==> config.mk <==
export PLATFORM = sky130hd
export DESIGN_NAME = piso_serializer
export DESIGN_NICKNAME = d
export VERILOG_FILES = /design/src/rtl/piso_serializer.sv
export SDC_FILE = /design/constraint.sdc
export NUM_CORES = 1
export LEC_CHECK = 0
export BUFFER_PORTS_ARGS = -buffer_cell sky130_fd_sc_hd__buf_4
export CAP_MARGIN = 20
export CORE_MARGIN = 2
export CORE_UTILIZATION = 30
export CTS_BUF_LIST = sky130_fd_sc_hd__clkbuf_4 sky130_fd_sc_hd__clkbuf_8
export CTS_CLUSTER_DIAMETER = 60
export CTS_CLUSTER_SIZE = 40
export DETAILED_ROUTE_END_ITERATION = 10
export PLACE_DENSITY = 0.61
export SLEW_MARGIN = 20
export SYNTH_ARGS = -nofsm -noshare
export SYNTH_HDL_FRONTEND = slang
export SYNTH_SLANG_ARGS = --single-unit
==> constraint.sdc <==
create_clock -name CLK -period 1.15 [get_ports CLK]
set_input_delay 0.23 -clock CLK [delete_from_list [all_inputs] [get_ports CLK]]
set_output_delay 0.23 -clock CLK [all_outputs]
set_load 0.02 [all_outputs]
==> src/rtl/piso_serializer.sv <==
// rtl/piso_serializer.sv - parallel-in serial-out loader with valid/ready input and framed serial output
module piso_serializer #(
    parameter int   WIDTH        = 8,
    parameter int   CLKS_PER_BIT = 1,
    parameter logic MSB_FIRST    = 1'b1,
    parameter logic IDLE_LEVEL   = 1'b0
) (
    input  logic             CLK,
    input  logic             RST,
    input  logic [WIDTH-1:0] DIN,
    input  logic             DIN_VALID,
    output logic             DIN_READY,
    output logic             SOUT,
    output logic             SOUT_VALID,
    output logic             FRAME_DONE,
    output logic             BUSY
);

    localparam int BW = $clog2(WIDTH + 1);
    localparam int DW = (CLKS_PER_BIT > 1) ? $clog2(CLKS_PER_BIT) : 1;
    localparam logic [BW-1:0] BIT_LAST = BW'(WIDTH - 1);
    localparam logic [DW-1:0] DIV_LAST = DW'(CLKS_PER_BIT - 1);

    typedef enum logic {
        ST_IDLE  = 1'b0,
        ST_SHIFT = 1'b1
    } state_t;

    state_t            state_q;
    logic [WIDTH-1:0]  shadow_q;
    logic [WIDTH-1:0]  shadow_d;
    logic [BW-1:0]     bit_cnt_q;
    logic [DW-1:0]     div_cnt_q;
    logic              sout_q;
    logic              sout_valid_q;
    logic              frame_done_q;
    logic              busy_q;
    logic              din_first;
    logic              next_bit;
    logic              accept;

    // Shadow register moves one position towards the output end; the bit now at
    // that end is the one driven next. DIN is only looked at for the first bit.
    always_comb begin
        shadow_d  = MSB_FIRST ? {shadow_q[WIDTH-2:0], 1'b0} : {1'b0, shadow_q[WIDTH-1:1]};
        next_bit  = MSB_FIRST ? shadow_d[WIDTH-1] : shadow_d[0];
        din_first = MSB_FIRST ? DIN[WIDTH-1] : DIN[0];
        accept    = DIN_VALID && DIN_READY;
    end

    assign DIN_READY  = (state_q == ST_IDLE) && !RST;
    assign SOUT       = sout_q;
    assign SOUT_VALID = sout_valid_q;
    assign FRAME_DONE = frame_done_q;
    assign BUSY       = busy_q;

    // Frame FSM: loads the shadow on accept, holds each bit for CLKS_PER_BIT
    // cycles, then drops back to idle with a single-cycle FRAME_DONE.
    always_ff @(posedge CLK) begin
        if (RST) begin
            state_q      <= ST_IDLE;
            shadow_q     <= '0;
            bit_cnt_q    <= '0;
            div_cnt_q    <= '0;
            sout_q       <= IDLE_LEVEL;
            sout_valid_q <= 1'b0;
            frame_done_q <= 1'b0;
            busy_q       <= 1'b0;
        end else begin
            case (state_q)
                ST_IDLE: begin
                    frame_done_q <= 1'b0;
                    bit_cnt_q    <= '0;
                    div_cnt_q    <= '0;
                    if (accept) begin
                        state_q      <= ST_SHIFT;
                        shadow_q     <= DIN;
                        sout_q       <= din_first;
                        sout_valid_q <= 1'b1;
                        busy_q       <= 1'b1;
                    end else begin
                        sout_q       <= IDLE_LEVEL;
                        sout_valid_q <= 1'b0;
                        busy_q       <= 1'b0;
                    end
                end
                ST_SHIFT: begin
                    if (div_cnt_q == DIV_LAST) begin
                        div_cnt_q <= '0;
                        if (bit_cnt_q == BIT_LAST) begin
                            // Last bit has been held its full time: close the frame.
                            state_q      <= ST_IDLE;
                            bit_cnt_q    <= '0;
                            sout_q       <= IDLE_LEVEL;
                            sout_valid_q <= 1'b0;
                            busy_q       <= 1'b0;
                            frame_done_q <= 1'b1;
                        end else begin
                            shadow_q  <= shadow_d;
                            sout_q    <= next_bit;
                            bit_cnt_q <= bit_cnt_q + 1'b1;
                        end
                    end else begin
                        div_cnt_q <= div_cnt_q + 1'b1;
                    end
                end
                default: begin
                    state_q <= ST_IDLE;
                end
            endcase
        end
    end

endmodule

==> results.cfg, run 1 <==
[outcome]
status = finished with violations
violations = negative setup slack

[worst_setup_path]
required_ps = 1350
crit_chain = ha_4 -> and3b_2 -> buf_6 -> nand2_2 -> a311oi_2
cp_num_buf_inv = 1
slowest_delay_ps = 360
end_kind = flop
rrSetupSlack_ps = -70
reg2reg_depth = 5
r2r_end = shadow_q[2]
setup.worst_path.class = flop to flop
path_max_fanout = 8
slowest_stage = dfxtp_2
crit_path_start_kind = flop
regToRegStartpoint = bit_cnt_q[1]
crit_arrival_ps = 1410
crit_family = flip-flops

[cts]
cts_tree = yes
holdBufCountCts = 0
cts_root_buf = clkbuf_4
clockBufferDepth = 2
clk_latency_ps = 290
cts.clk_slew.worst_paths_ps = 100
clock-sinks = 15
cts_made_buffers = 3
htree_levels = 1

[sta]
setup_violations = 7
layout_worst_path_cycle_share = 1.06
layout_setup_ws_ps = -67.2
holdWs_ps = 183
skew_ps = 9.75
hold_viol_final = 0
rsz0062_at_grt = true
drv_slew = 0
fmax_ghz = 0.822
final.setup.tns_ps = -244
tightest_slew_ps = 284
min_period_ps = 1220
max_slew_margin = 0.810

[logic_synthesis]
synth_cells = 77
synth.cell_area_um2 = 718
synthAdderAreaFrac = 0.0174
postSynthAreaPerCell_um2 = 9.33
synth_seq_cells = 15
ys_types = 23
synth_nets = 89
yosysTopAreaCell = dfxtp_1
synth-simple-area-share = 0.267
ys_seq_area_frac = 0.418
synth_compound_area_frac = 0.220
synth.mux.area_fraction = 0.0139
synth_xor_area_frac = 0.0122
synth_area_leaders = dfxtp_1 (42%), a311oi_2 (10%), a211oi_1 (7.3%)
yosys_warnings = 0
netlist.area_leader.share = 0.418
synth_top_family_by_area = simple AND/OR/NAND/NOR gates

[pwr]
power.total_mw = 1.06
p_int_mw = 0.774
peakVddDrop_mv = 0.605
clkPwrFrac = 0.286
power_density_nw_per_um2 = 1060
comb_power_share = 0.171
seq_power_share = 0.543
p_leak_nw = 0.387
p_switching_mw = 0.284
netSwitchingFraction = 0.269

[place]
postPlaceCellArea_um2 = 926
gp_congestion = 0.646
place_ws_ps = -66.3
dp_hpwl_um = 1100
io_buffers = 15

[detailed_routing]
antenna_left = 0
wirelength_um = 1580
remaining_drc_errors = 0
wl_met1_um = 727
drt-initial-drc-count = 7
drt-wirelength-per-cell_um = 12.0
vias = 638
wl_met2_um = 765
met3WireLength_um = 82
viasPerCell = 4.87
first_pass_iters = 4
highest-signal-layer = met3

[grt]
antenna_found_initial = 0
grtUsageTotal = 0.130
grt_overflow = 0
grt_pass1_wl_um = 2620
grt_start_max_net_pins = 16
grt_pass1_vias = 619

[floorplan]
rows = 17
initial_core_util = 0.322
io_pins = 16
die_x_um = 52.9
die-area_um2 = 2800
die_y_um = 52.9
fp.coreArea_um2 = 2230

[cells_and_area]
final_layout_size_suffix_gt1_frac = 0.485
antennaDiodeCount = 0
final_cell_mix = buf_4 (26), dfxtp_1 (12), nor2_1 (8)
fin_area_um2 = 997
final_common_cell = buf_4
fillers = 216
area_delta_synth_final_pct = 38.9
fin_nets = 116

[min_path]
holdCritPathClass = primary input to flop
min_to = SOUT
hold_depth = 3
hp-start = DIN[7]

[flow_run]
max_cap_violations = 0
==> power by group through the flow <==
stage / sequential [mW] / clock [mW] / combinational, mW
finish: 0.574 / 0.303 / 0.181
global placement: 0.583 / 0 / 0.171
detailed placement: 0.583 / 0 / 0.175
floorplan: 0.583 / 0 / 0.103
global route: 0.579 / 0.344 / 0.198
CTS: 0.582 / 0.322 / 0.162
==> cells by family after synthesis <==
group,count (synthesis)
AO/OA/AOI/OAI,16
XOR/XNOR,1
adder cells (fa/ha/maj),1
buffers and inverters,6
flip-flops,15
multiplexers,1
AND/OR/NAND/NOR,37
==> layout make-up <==
type	instances	area [um^2]	area share
multi-input cells	56	410	0.412
clock buffers	3	22.5	0.0226
repair buffers	28	218	0.218
well taps	28	35.0	0.0351
clock inverters	1	5.00	0.00502
flip-flops and latches	15	307	0.307
==> registers in the layout, indices dropped and copies added (netlist names) <==
name / flops
BUSY: 1
FRAME_DONE: 1
SOUT: 1
bit_cnt_q: 4
shadow_q: 7
state_q: 1
==> stage by stage <==
| step | std cells | util |
|---|---|---|
| after floorplan | 77 | - |
| after global placement | 123 | 0.415 |
| after detailed placement | 123 | 0.415 |
| after CTS | 126 | 0.430 |
| after global routing | 131 | 0.446 |
| final | 131 | 0.446 |
==> worst max path at each step <==
stage                 start           to  depth (start not counted)  slack (ps)
5_1_grt        bit_cnt_q[1]  shadow_q[2]                          5        -120
3_5_place_dp   bit_cnt_q[1]  shadow_q[1]                          5         -70
4_1_cts        bit_cnt_q[0]  shadow_q[6]                          5         -50
3_3_place_gp   bit_cnt_q[1]  shadow_q[1]                          5         -20
2_1_floorplan  bit_cnt_q[1]  shadow_q[6]                          5         -10
6_report       bit_cnt_q[1]  shadow_q[2]                          5         -70
==> timing repair <==
| item | CTS | global route |
|---|---|---|
| cloned | 0 | 0 |
| pin swaps | 3 | 3 |
| setup buffers | 0 | 5 |
| resized for setup | 8 | 0 |
| hold endpoints to repair | 0 | 0 |
| setup endpoints to repair | 7 | 13 |
==> synth_stat cells <==
master	instances
nor3b_1	1
nor2b_1	7
a31oi_1	2
nand2_2	5
a211oi_1	7
xnor2_1	1
nand2b_1	1
ha_1	1
mux2i_1	1
nand3b_1	2
dfxtp_1	15
clkbuf_1	1
nand3_1	2
buf_6	1
a311oi_2	5
and3b_1	1
buf_4	1
a32oi_1	1
nor3_1	1
nand2_1	8
buf_2	3
nor2_1	9
a311oi_1	1
==> routing by layer <==
layer  vias up  global-route usage
li1        328                   -
met1       295               0.151
met2        15               0.219
met3         0              0.0508
met4         0              0.0385
met5         -                   0
==> tightest hold or removal path, stage by stage <==
cell and delay (ps):
buf_4 80, a32oi_1 40, nor2_1 90
Power figures use the tool's default switching activity.
==> run 2: changes to the inputs <==
--- a/config.mk
+++ b/config.mk
@@ -13,7 +13,9 @@
 export CTS_CLUSTER_DIAMETER = 60
 export CTS_CLUSTER_SIZE = 40
 export DETAILED_ROUTE_END_ITERATION = 10
+export GPL_TIMING_DRIVEN = 0
 export PLACE_DENSITY = 0.61
+export REMOVE_ABC_BUFFERS = 1
 export SLEW_MARGIN = 20
 export SYNTH_ARGS = -nofsm -noshare
 export SYNTH_HDL_FRONTEND = slang
==> run 2 against run 1 <==
Effect of this change:
- the flow still finishes with violations (negative setup slack)
- sequential share of layout area shrank 0.077 points
- clock skew shrank 1.3 ps
- global-route usage increased by 0.97 points
- combinational power hardly changed
- critical endpoint is now shadow_q[1]
- setup slack lost 3.6 ps
- critical path depth is 1 lower
- maximum frequency fell by 0.30%
- via count up 1.6%
- final cell count decreased by 2.3%
==> results.cfg, run 2 (synthesized netlist as in run 1, its figures left out) <==
[grt]
grt_pass1_wl_um = 2770
grtUsageTotal = 0.139
grt_overflow = 0
grt_start_max_net_pins = 16
grt_pass1_vias = 625
antenna_found_initial = 0

[pwr]
power_density_nw_per_um2 = 1080
p_leak_nw = 0.381
peakVddDrop_mv = 0.777
power.total_mw = 1.08

[floorplan]
initial_core_util = 0.322
fp.coreArea_um2 = 2230
io_pins = 16
rows = 17
die_x_um = 52.9
die_y_um = 52.9
die-area_um2 = 2800

[detailed_routing]
wirelength_um = 1650
remaining_drc_errors = 0
viasPerCell = 5.06
drt-initial-drc-count = 5
vias = 648
drt-wirelength-per-cell_um = 12.9
antenna_left = 0
first_pass_iters = 4

[outcome]
status = finished with violations
violations = negative setup slack

[worst_setup_path]
crit_arrival_ps = 1410
setup.worst_path.class = flop to flop
required_ps = 1340
reg2reg_depth = 4
r2r_end = shadow_q[1]
path_max_fanout = 5
rrSetupSlack_ps = -70
crit_path_start_kind = flop
regToRegStartpoint = bit_cnt_q[1]
end_kind = flop

[cts]
holdBufCountCts = 0
clk_latency_ps = 290
clockBufferDepth = 2
cts.clk_slew.worst_paths_ps = 90
clock-sinks = 15
cts_root_buf = clkbuf_4
cts_made_buffers = 3
cts_tree = yes
htree_levels = 1

[sta]
setup_violations = 5
min_period_ps = 1220
final.setup.tns_ps = -152
skew_ps = 8.46
layout_setup_ws_ps = -70.9
tightest_slew_ps = 270
fmax_ghz = 0.819
max_slew_margin = 0.819
drv_slew = 0
hold_viol_final = 0
layout_worst_path_cycle_share = 1.06
rsz0062_at_grt = true

[min_path]
hold_depth = 3
hp-start = DIN[7]
min_to = SOUT
holdCritPathClass = primary input to flop

[place]
dp_cells = 114
io_buffers = 15
dp_hpwl_um = 919
gp_congestion = 0.688

[flow_run]
max_cap_violations = 0

[cells_and_area]
final_common_cell = buf_4
fin_nets = 113
stdcell_count = 128
largest_registers = shadow_q x7, bit_cnt_q x4
regMostFlops = shadow_q
antennaDiodeCount = 0
final_cell_mix = buf_4 (21), dfxtp_1 (12), nand2_2 (8)
final_layout_size_suffix_gt1_frac = 0.510
largest_reg_flops = 7
area_delta_synth_final_pct = 39.2
==> run 2: area by class of cell <==
type                            count  area [um^2]
Tap cell                           28         35.0
Timing Repair Buffer               24          191
Sequential cell                    15          307
Fill cell                         231         1230
Clock buffer                        4         30.0
Multi-Input combinational cell     57          437
==> run 2: where the power goes <==
part           switching (mW)  internal (mW)  total, mW
Combinational          0.0843         0.0944      0.179
Sequential             0.0260          0.548      0.574
Clock                   0.172          0.158      0.330
==> run 2: how the worst max path moves through the flow <==
stage | cells past startpoint | from | to | slack (ps)
2_1_floorplan | 4 | bit_cnt_q[0] | shadow_q[2] | -200
3_3_place_gp | 4 | bit_cnt_q[0] | shadow_q[5] | -370
3_5_place_dp | 4 | bit_cnt_q[0] | shadow_q[1] | -410
4_1_cts | 4 | bit_cnt_q[1] | shadow_q[1] | -70
5_1_grt | 4 | bit_cnt_q[1] | shadow_q[1] | -140
6_report | 4 | bit_cnt_q[1] | shadow_q[1] | -70
==> run 2: timing repair <==
item,in CTS,in global routing
gates resized for setup,13,7
cloned,1,0
pin swaps,8,5
endpoints found under the setup margin,16,12
setup buffers,6,3
==> run 2: metal layers <==
layer	part of all wire	track usage	up-vias	wire length, um
met4	0.0097	0.0385	0	16
met1	0.44	0.167	295	721
met3	0.083	0.0678	7	137
li1	-	-	324	-
met2	0.47	0.221	22	775
met5	0	0	-	0
==> run 2: through the flow <==
step           cell area (um^2)  setup WS (ps)  hold WS, ps  utilization
4_1_cts                     950          -66.6          159        0.425
2_1_floorplan               681           -201          298            -
6_report                   1000          -70.9          162        0.448
3_5_place_dp                828           -413          458        0.371
5_1_grt                    1000           -141          175        0.448
3_3_place_gp                828           -367          450        0.371
==> run 2: critical path, stage by stage (launching register included) <==
cell and delay, ps:
dfxtp_2 360, ha_4 160, and3b_2 280, nand2_1 70, a311oi_1 260
